$ cat src/rtl/fpaddsub_prealign.sv
// fpaddsub_prealign
//   Front end of an IEEE754 single-precision adder/subtractor. It unpacks the
//   operands, orders them by magnitude and right-aligns the smaller mantissa
//   so that a following stage can add or subtract the two mantissas directly.
//   The block is a two-stage valid/ready pipeline:
//     stage 1 : unpack, magnitude compare, swap, special-case flags
//     stage 2 : alignment shift of the smaller mantissa with sticky collection
//
// Ports
//   clk, rst_n            clock; synchronous active-low reset
//   in_valid / in_ready   input handshake for {a, b, op}
//   a, b                  IEEE754 single operands
//   op                    0 = A+B, 1 = A-B
//   out_valid / out_ready output handshake
//   out_ml                larger mantissa  {hidden, frac, 3'b000}
//   out_ms                smaller mantissa aligned right, bit 0 = sticky
//   out_e                 exponent of the larger operand
//   out_s                 result sign
//   out_sub               1 = mantissas must be subtracted
//   out_zero/inf/nan      special-case flags
module fpaddsub_prealign (
   input  logic        clk,
   input  logic        rst_n,
   input  logic        in_valid,
   output logic        in_ready,
   input  logic [31:0] a,
   input  logic [31:0] b,
   input  logic        op,
   output logic        out_valid,
   input  logic        out_ready,
   output logic [26:0] out_ml,
   output logic [26:0] out_ms,
   output logic [7:0]  out_e,
   output logic        out_s,
   output logic        out_sub,
   output logic        out_zero,
   output logic        out_inf,
   output logic        out_nan
);

   // ---------------- stage 1 combinational ----------------
   logic [7:0]  ea, eb;
   logic [22:0] fa, fb;
   logic        a_zero, b_zero, a_inf, b_inf, a_nan, b_nan, b_gt, sb_eff;
   logic [30:0] mag_a, mag_b;
   logic [23:0] ma, mb;

   logic [23:0] ml1_d, ms1_d;
   logic [7:0]  e1_d, d1_d;
   logic        s1_d, sub1_d, zero1_d, inf1_d, nan1_d;

   always_comb begin
      ea     = a[30:23];
      eb     = b[30:23];
      fa     = a[22:0];
      fb     = b[22:0];
      a_zero = (ea == 8'd0);
      b_zero = (eb == 8'd0);
      a_inf  = (ea == 8'hFF) && (fa == 23'd0);
      b_inf  = (eb == 8'hFF) && (fb == 23'd0);
      a_nan  = (ea == 8'hFF) && (fa != 23'd0);
      b_nan  = (eb == 8'hFF) && (fb != 23'd0);

      // Denormals are flushed: exponent 0 means a true zero, frac ignored.
      ma     = a_zero ? 24'd0 : {1'b1, fa};
      mb     = b_zero ? 24'd0 : {1'b1, fb};
      mag_a  = {ea, (a_zero ? 23'd0 : fa)};
      mag_b  = {eb, (b_zero ? 23'd0 : fb)};
      // Ties keep A as the larger operand.
      b_gt   = (mag_b > mag_a);

      sb_eff  = b[31] ^ op;
      sub1_d  = a[31] ^ sb_eff;
      s1_d    = b_gt ? sb_eff : a[31];
      ml1_d   = b_gt ? mb : ma;
      ms1_d   = b_gt ? ma : mb;
      e1_d    = b_gt ? eb : ea;
      d1_d    = b_gt ? (eb - ea) : (ea - eb);

      nan1_d  = a_nan | b_nan | (a_inf & b_inf & sub1_d);
      inf1_d  = (a_inf | b_inf) & ~nan1_d;
      zero1_d = a_zero & b_zero;
   end

   // ---------------- pipeline control ----------------
   logic v1_q, v2_q, adv1, adv2;

   assign adv2     = ~v2_q | out_ready;
   assign adv1     = ~v1_q | adv2;
   // Held low while reset is asserted so nothing is accepted then.
   assign in_ready = rst_n & adv1;

   // ---------------- stage 1 registers ----------------
   logic [23:0] ml1_q, ms1_q;
   logic [7:0]  e1_q, d1_q;
   logic        s1_q, sub1_q, zero1_q, inf1_q, nan1_q;

   // ---------------- stage 2 combinational ----------------
   logic [26:0] x_ms, mask, ms2_d;

   always_comb begin
      x_ms  = {ms1_q, 3'b000};
      mask  = 27'd0;
      ms2_d = 27'd0;
      if (d1_q >= 8'd27) begin
         // Everything is shifted out; only the sticky survives.
         ms2_d = {26'd0, |ms1_q};
      end else begin
         // mask selects the bits that fall off the right end.
         mask  = ~(27'h7FF_FFFF << d1_q[4:0]);
         ms2_d = (x_ms >> d1_q[4:0]) | {26'd0, |(x_ms & mask)};
      end
   end

   // ---------------- stage 2 registers ----------------
   logic [26:0] ml2_q, ms2_q;
   logic [7:0]  e2_q;
   logic        s2_q, sub2_q, zero2_q, inf2_q, nan2_q;

   always_ff @(posedge clk) begin
      if (!rst_n) begin
         v1_q    <= 1'b0;
         ml1_q   <= '0;
         ms1_q   <= '0;
         e1_q    <= '0;
         d1_q    <= '0;
         s1_q    <= 1'b0;
         sub1_q  <= 1'b0;
         zero1_q <= 1'b0;
         inf1_q  <= 1'b0;
         nan1_q  <= 1'b0;
         v2_q    <= 1'b0;
         ml2_q   <= '0;
         ms2_q   <= '0;
         e2_q    <= '0;
         s2_q    <= 1'b0;
         sub2_q  <= 1'b0;
         zero2_q <= 1'b0;
         inf2_q  <= 1'b0;
         nan2_q  <= 1'b0;
      end else begin
         if (adv1) v1_q <= in_valid;
         if (adv1 && in_valid) begin
            ml1_q   <= ml1_d;
            ms1_q   <= ms1_d;
            e1_q    <= e1_d;
            d1_q    <= d1_d;
            s1_q    <= s1_d;
            sub1_q  <= sub1_d;
            zero1_q <= zero1_d;
            inf1_q  <= inf1_d;
            nan1_q  <= nan1_d;
         end
         if (adv2) v2_q <= v1_q;
         // Output registers only change when a new item moves in, so they
         // hold while the consumer stalls.
         if (adv2 && v1_q) begin
            ml2_q   <= {ml1_q, 3'b000};
            ms2_q   <= ms2_d;
            e2_q    <= e1_q;
            s2_q    <= s1_q;
            sub2_q  <= sub1_q;
            zero2_q <= zero1_q;
            inf2_q  <= inf1_q;
            nan2_q  <= nan1_q;
         end
      end
   end

   assign out_valid = v2_q;
   assign out_ml    = ml2_q;
   assign out_ms    = ms2_q;
   assign out_e     = e2_q;
   assign out_s     = s2_q;
   assign out_sub   = sub2_q;
   assign out_zero  = zero2_q;
   assign out_inf   = inf2_q;
   assign out_nan   = nan2_q;

endmodule

$ cat config.mk
export PLATFORM = sky130hd
export DESIGN_NAME = fpaddsub_prealign
export DESIGN_NICKNAME = d
export VERILOG_FILES = /design/src/rtl/fpaddsub_prealign.sv
export SDC_FILE = /design/constraint.sdc
export NUM_CORES = 1
export LEC_CHECK = 0
export BUFFER_PORTS_ARGS = -buffer_cell sky130_fd_sc_hd__buf_2
export CORE_AREA = 2 2 122 124
export CTS_CLUSTER_SIZE = 12
export DETAILED_ROUTE_END_ITERATION = 16
export DIE_AREA = 0 0 124 126
export GPL_ROUTABILITY_DRIVEN = 0
export PLACE_DENSITY = 0.83
export SLEW_MARGIN = 20
export SYNTH_ARGS = -nofsm -noshare
export SYNTH_HDL_FRONTEND = slang
export SYNTH_SLANG_ARGS = --single-unit
$ cat constraint.sdc
create_clock -name clk -period 9.82 [get_ports clk]
set_input_delay 1.473 -clock clk [delete_from_list [all_inputs] [get_ports clk]]
set_output_delay 1.473 -clock clk [all_outputs]
set_load 0.005 [all_outputs]
Word level (Yosys, flattened, before mapping):

Index checks and enable logic that the tools add are counted.

* word-level logic and storage cells: 69
* input port bits: 69
* output and inout port bits: 69
* register bits: 135

* reduce and logical (&&, ||, !) cells: 14
* add/subtract/negate cells: 2
* $lt $le $gt $ge: 2
* equal/unequal tests: 2
* shifts and indexed selects: 2
* bitwise logic cells: 18
* muxes and demuxes: 10

Operator list (number)
* $mux W24: 4
* $logic_not A23 Y1: 2
* $mux W23: 2
* $reduce_bool A23 Y1: 2
* $gt A31 B31 Y1: 1
* $and A27 B27 Y27: 1
* $mux W27: 1
* $not A27 Y27: 1
* $or A27 B1 Y27: 1
* $reduce_or A27 Y1: 1
* $shl A27 B5 Y27 const A: 1
* $shr A27 B5 Y27: 1
* $reduce_or A24 Y1: 1
* $eq A8 B8 Y1 const B: 2
* $logic_not A8 Y1: 2
* $mux W8: 2
* $sub A8 B8 Y8: 2
* $ge A8 B5 Y1 const B: 1
* $logic_and A1 B1 Y1: 6
* $and A1 B1 Y1: 5
* $or A1 B1 Y1: 5
* $not A1 Y1: 3
* $xor A1 B1 Y1: 2
* $mux W1: 1

Depth between registers and ports, before layout:

* depth in word-level cells: 7
* depth in mapped cells: 16
* mapped depth without buffers: 11

Worst setup path before layout:

OpenSTA, ideal clock, no wires.

* kind: input to register
* from: in a[24]
* to: reg d1_q[5]
* data required time: 9.741 ns
* setup slack: 5.215 ns
* path buffers: 3
* library setup time: 0.079 ns
* stages: 14
* data arrival time: 4.526 ns
* path through: nor4_1 -> nand2_1 -> clkbuf_1 -> buf_1 -> nand2_1 -> ha_1 -> a21oi_1 -> o21ai_0 -> a221o_1 -> or4_1 -> buf_2 -> a21o_1 -> a2111o_1 -> o211ai_1

* cells in the longest elaborated chain, start to end: 4
* elaborated cells between the ends (all ways): 6
* classes of those cells: add/sub (2); order compare (1); mux (2); reduce/logical (1)

RTL lines
* from (decl): RTL line 26 `input logic [31:0] a,`
* $logic_not A8 Y1: RTL line 57 `a_zero = (ea == 8'd0);`
* $mux W23: RTL line 67 `mag_a = {ea, (a_zero ? 23'd0 : fa)};`
* $gt A31 B31 Y1: RTL line 70 `b_gt = (mag_b > mag_a);`
* $mux W8 (*): RTL line 78 `d1_d = b_gt ? (eb - ea) : (ea - eb);`
* to (signal assigned): RTL line 126 `d1_q <= '0;`
* to (signal assigned): RTL line 147 `d1_q <= d1_d;`
* to (decl): RTL line 95 `logic [7:0] e1_q, d1_q;`

Every way passes the cells marked *; elsewhere a longest branch is shown, timed or not.
A chain may end at the register's enable or synchronous reset.

Worst setup path in the final report:

* from: in b[24]
* to: reg ml1_q[3]

* cells in the longest elaborated chain, start to end: 4
* elaborated cells between the ends (all ways): 5
* classes of those cells: order compare (1); mux (3); reduce/logical (1)

RTL lines
* from (decl): RTL line 27 `input logic [31:0] b,`
* $logic_not A8 Y1: RTL line 58 `b_zero = (eb == 8'd0);`
* $mux W23: RTL line 68 `mag_b = {eb, (b_zero ? 23'd0 : fb)};`
* $gt A31 B31 Y1: RTL line 70
* $mux W24 (*): RTL line 75 `ml1_d = b_gt ? mb : ma;`
* to (signal assigned): RTL line 144 `ml1_q <= ml1_d;`
* to (decl): RTL line 94 `logic [23:0] ml1_q, ms1_q;`

Marks and branches as above.

==> results.toml <==
[synthesis]
syn_avg_cell_area_um2 = 7.575
synth_flop_cell = "sky130_fd_sc_hd__dfxtp_1"
netlist.top_cell.by_area = "sky130_fd_sc_hd__dfxtp_1"
synth.top_cells.by_area = "sky130_fd_sc_hd__dfxtp_1 32%, sky130_fd_sc_hd__nand2_1 9.2%, sky130_fd_sc_hd__a311oi_1 5.7%"
synth_most_common_cell = "sky130_fd_sc_hd__nand2_1"
synthTopCellsByCount = "206 x sky130_fd_sc_hd__nand2_1, 135 x sky130_fd_sc_hd__dfxtp_1, 115 x sky130_fd_sc_hd__nor2_1, 87 x sky130_fd_sc_hd__a21oi_1, 68 x sky130_fd_sc_hd__clkbuf_1"
post_synthesis_cell_area_um2 = 8378
synth_seq_cells = 135
synth-async-reset-ratio = 0
synthDominantCellAreaShare = 0.3226
warnings_from_yosys = 0
netlist-cell-type-count = 64
number_of_enable_flip_flop_cells_after_synthesis = 0
synth_seq_area_share = 0.3226
post_synth_inst_count = 1106

[clock_network]
cts.root.buffer_cell = "sky130_fd_sc_hd__clkbuf_16"
cts_resized = 0
cts_buffers = 17
clk_pin_slew_ns = 0.06
clock_insertion_delay_worst_skew_ns = 0.43
deepest_clock_path_buffer_count = 2
post_cts_setup_buffer_count = 0
cts.hold.buffers_added = 0
tritoncts_num_sinks = 135
cts.htree.levels = 4
tritoncts = "yes"

[global_route]
grt_pass1_wl_um = 38960
grt_antenna_before_repair = 1
grtUsageTotal = 0.3144
grt_pass1_vias = 7671
grt-ovfl-total = 0
grt_start_max_net_pins = 119

[route]
route.vias.total = 8774
drt_pass1_iterations = 5
postRouteAntennaNets = 0
finalWirelength_um = 24640
route.detailed.vias_per_inst = 6.372
initialDrtViolationCount = 1026
drc_errors = 0
wl_per_cell_um = 17.89

[timing]
slew_violations = 0
final.setup.tns_ns = 0
transition_time_at_the_pin_with_the_least_slew_margin_ns = 0.9097
final_period_minus_worst_setup_slack_ns = 5.332
clock-skew-final_ns = 0.006892
hold_slack_ns = 0.4445
rsz0062_at_grt = "false"
timing.max_slew.rel_slack = 0.3927
final-setup-viol-count = 0
fmax_mhz = 187.6
hold_viol_final = 0
final.period_utilization = 0.5429

[die]
initial_core_util = 0.5853
die-area_um2 = 15620
core_area_um2 = 14310
io_pins = 138
placement_rows = 44
dieWidth_um = 124
die_height_um = 126

[cells_and_area]
multiInputGateArea_um2 = 5234
area_delta_synth_final_pct = 15.90
final.fill_count = 1230
nets = 1289
layout-drive-gt1-share = 0.1769
antenna-diode-count = 0
regArea_um2 = 2703

[power]
power.density_nw_per_um2 = 175.6
design_power_total_w = 0.001705
leakagePower_nw = 4.111
ir_worst_vdd_v = 0.0001381

[worst_setup_path]
cp-end-kind = "register"
start_kind = "primary input"
crit_arrival_ns = 5.66
worstSetupPathType = "in -> reg"
data_required_time_of_the_worst_path_ns = 10.15
worst-path-max-fanout = 58

[placed_design]
detailed_place_hpwl_um = 16940
io_buffer_count = 134

[job]
drv_cap = 0

[hold_path]
hold_path.class = "reg -> reg"

[outcome]
run_status = "finished clean"
==> per-layer routing <==
metal	wire length (um)	GRT usage	up-vias
li1	-	-	4129
met1	10240	0.4256	4083
met2	11290	0.4867	471
met3	2191	0.06205	89
met4	910	0.1355	2
met5	13	0	-
==> path summary, 6_finish.rpt <==
path                                 start  cells past startpoint          to  slack, ns
worst min register to register  out_ms[14]                      2  out_ms[14]       0.44
worst max-delay path                 b[24]                     12    ml1_q[3]       4.49
worst min-delay path            out_ms[14]                      2  out_ms[14]       0.44
worst max register to register     d1_q[3]                      6   out_ms[0]       6.56
==> power breakdown <==
| part | internal, W | switching [W] |
|---|---|---|
| clock | 0.000479 | 0.000244 |
| combinational | 0.000139 | 0.000216 |
| sequential | 0.000583 | 0.0000441 |
| total | 0.00120 | 0.000505 |
==> sequential cells by signal (all words and copies together), names as in the netlist, 8 cells and up <==
signal  flops
d1_q        8
e1_q        8
ml1_q      24
ms1_q      24
out_e       8
out_ml     24
out_ms     27
==> cell families (layout without fill, tap and decap cells) <==
kind of cell	count (synthesis)	after routing	share of synthesized area
AOI/OAI and AO/OA	273	273	0.2174
xor gates and xnor gates	2	2	0.002091
adders and majority gates	41	41	0.06272
buffers and inverters	119	204	0.05690
DFF	135	135	0.3226
muxes	46	46	0.07825
other	1	3	0.0004476
and+or+nand+nor	489	489	0.2596
==> metrics by stage <==
step / area [um^2] / utilization / setup slack (ns) / instances
after floorplan: 8386 / - / 5.215 / 1108
after detailed placement: 9005 / 0.6291 / 3.903 / 1344
final: 9711 / 0.6784 / 4.488 / 1377
after global routing: 9711 / 0.6784 / 4.175 / 1377
after CTS: 9681 / 0.6763 / 4.257 / 1376
after global placement: 9005 / 0.6291 / 3.944 / 1344
==> layout by cell type (no fill, tap or decap), types with 5 or more instances in the layout <==
cell	count
sky130_fd_sc_hd__a211oi_1	15
sky130_fd_sc_hd__a21o_1	5
sky130_fd_sc_hd__a21oi_1	87
sky130_fd_sc_hd__a22oi_1	13
sky130_fd_sc_hd__a311oi_1	55
sky130_fd_sc_hd__and2_1	26
sky130_fd_sc_hd__buf_2	134
sky130_fd_sc_hd__buf_4	10
sky130_fd_sc_hd__bufinv_16	5
sky130_fd_sc_hd__clkbuf_16	17
sky130_fd_sc_hd__dfxtp_1	135
sky130_fd_sc_hd__ha_1	38
sky130_fd_sc_hd__inv_1	23
sky130_fd_sc_hd__mux2_2	6
sky130_fd_sc_hd__mux2i_1	25
sky130_fd_sc_hd__mux4_2	15
sky130_fd_sc_hd__nand2_1	205
sky130_fd_sc_hd__nand2b_1	6
sky130_fd_sc_hd__nand3_1	59
sky130_fd_sc_hd__nand4_1	11
sky130_fd_sc_hd__nor2_1	114
sky130_fd_sc_hd__nor2b_1	6
sky130_fd_sc_hd__nor3_1	17
sky130_fd_sc_hd__nor4_1	20
sky130_fd_sc_hd__o211ai_1	10
sky130_fd_sc_hd__o21ai_0	42
sky130_fd_sc_hd__o22ai_1	7
==> cell type report <==
class	instances	area share
Clock inverter	10	0.01971
Multi-Input combinational cell	854	0.5390
Sequential cell	135	0.2783
Clock buffer	22	0.04986
Timing Repair Buffer	145	0.07886
Inverter	27	0.01057
Tap cell	184	0.02371
==> worst max-delay path, stage by stage <==
cell,delay (ns)
sky130_fd_sc_hd__buf_2,0.15
sky130_fd_sc_hd__nor4_1,0.28
sky130_fd_sc_hd__nand2_1,0.55
sky130_fd_sc_hd__and2_1,0.43
sky130_fd_sc_hd__ha_1,0.34
sky130_fd_sc_hd__a21oi_1,0.15
sky130_fd_sc_hd__o21ai_0,0.10
sky130_fd_sc_hd__a221o_1,0.38
sky130_fd_sc_hd__or4_1,0.72
sky130_fd_sc_hd__nand2_4,0.59
sky130_fd_sc_hd__nand3_1,0.17
sky130_fd_sc_hd__a311oi_1,0.30
Power figures use the tool's default switching activity.
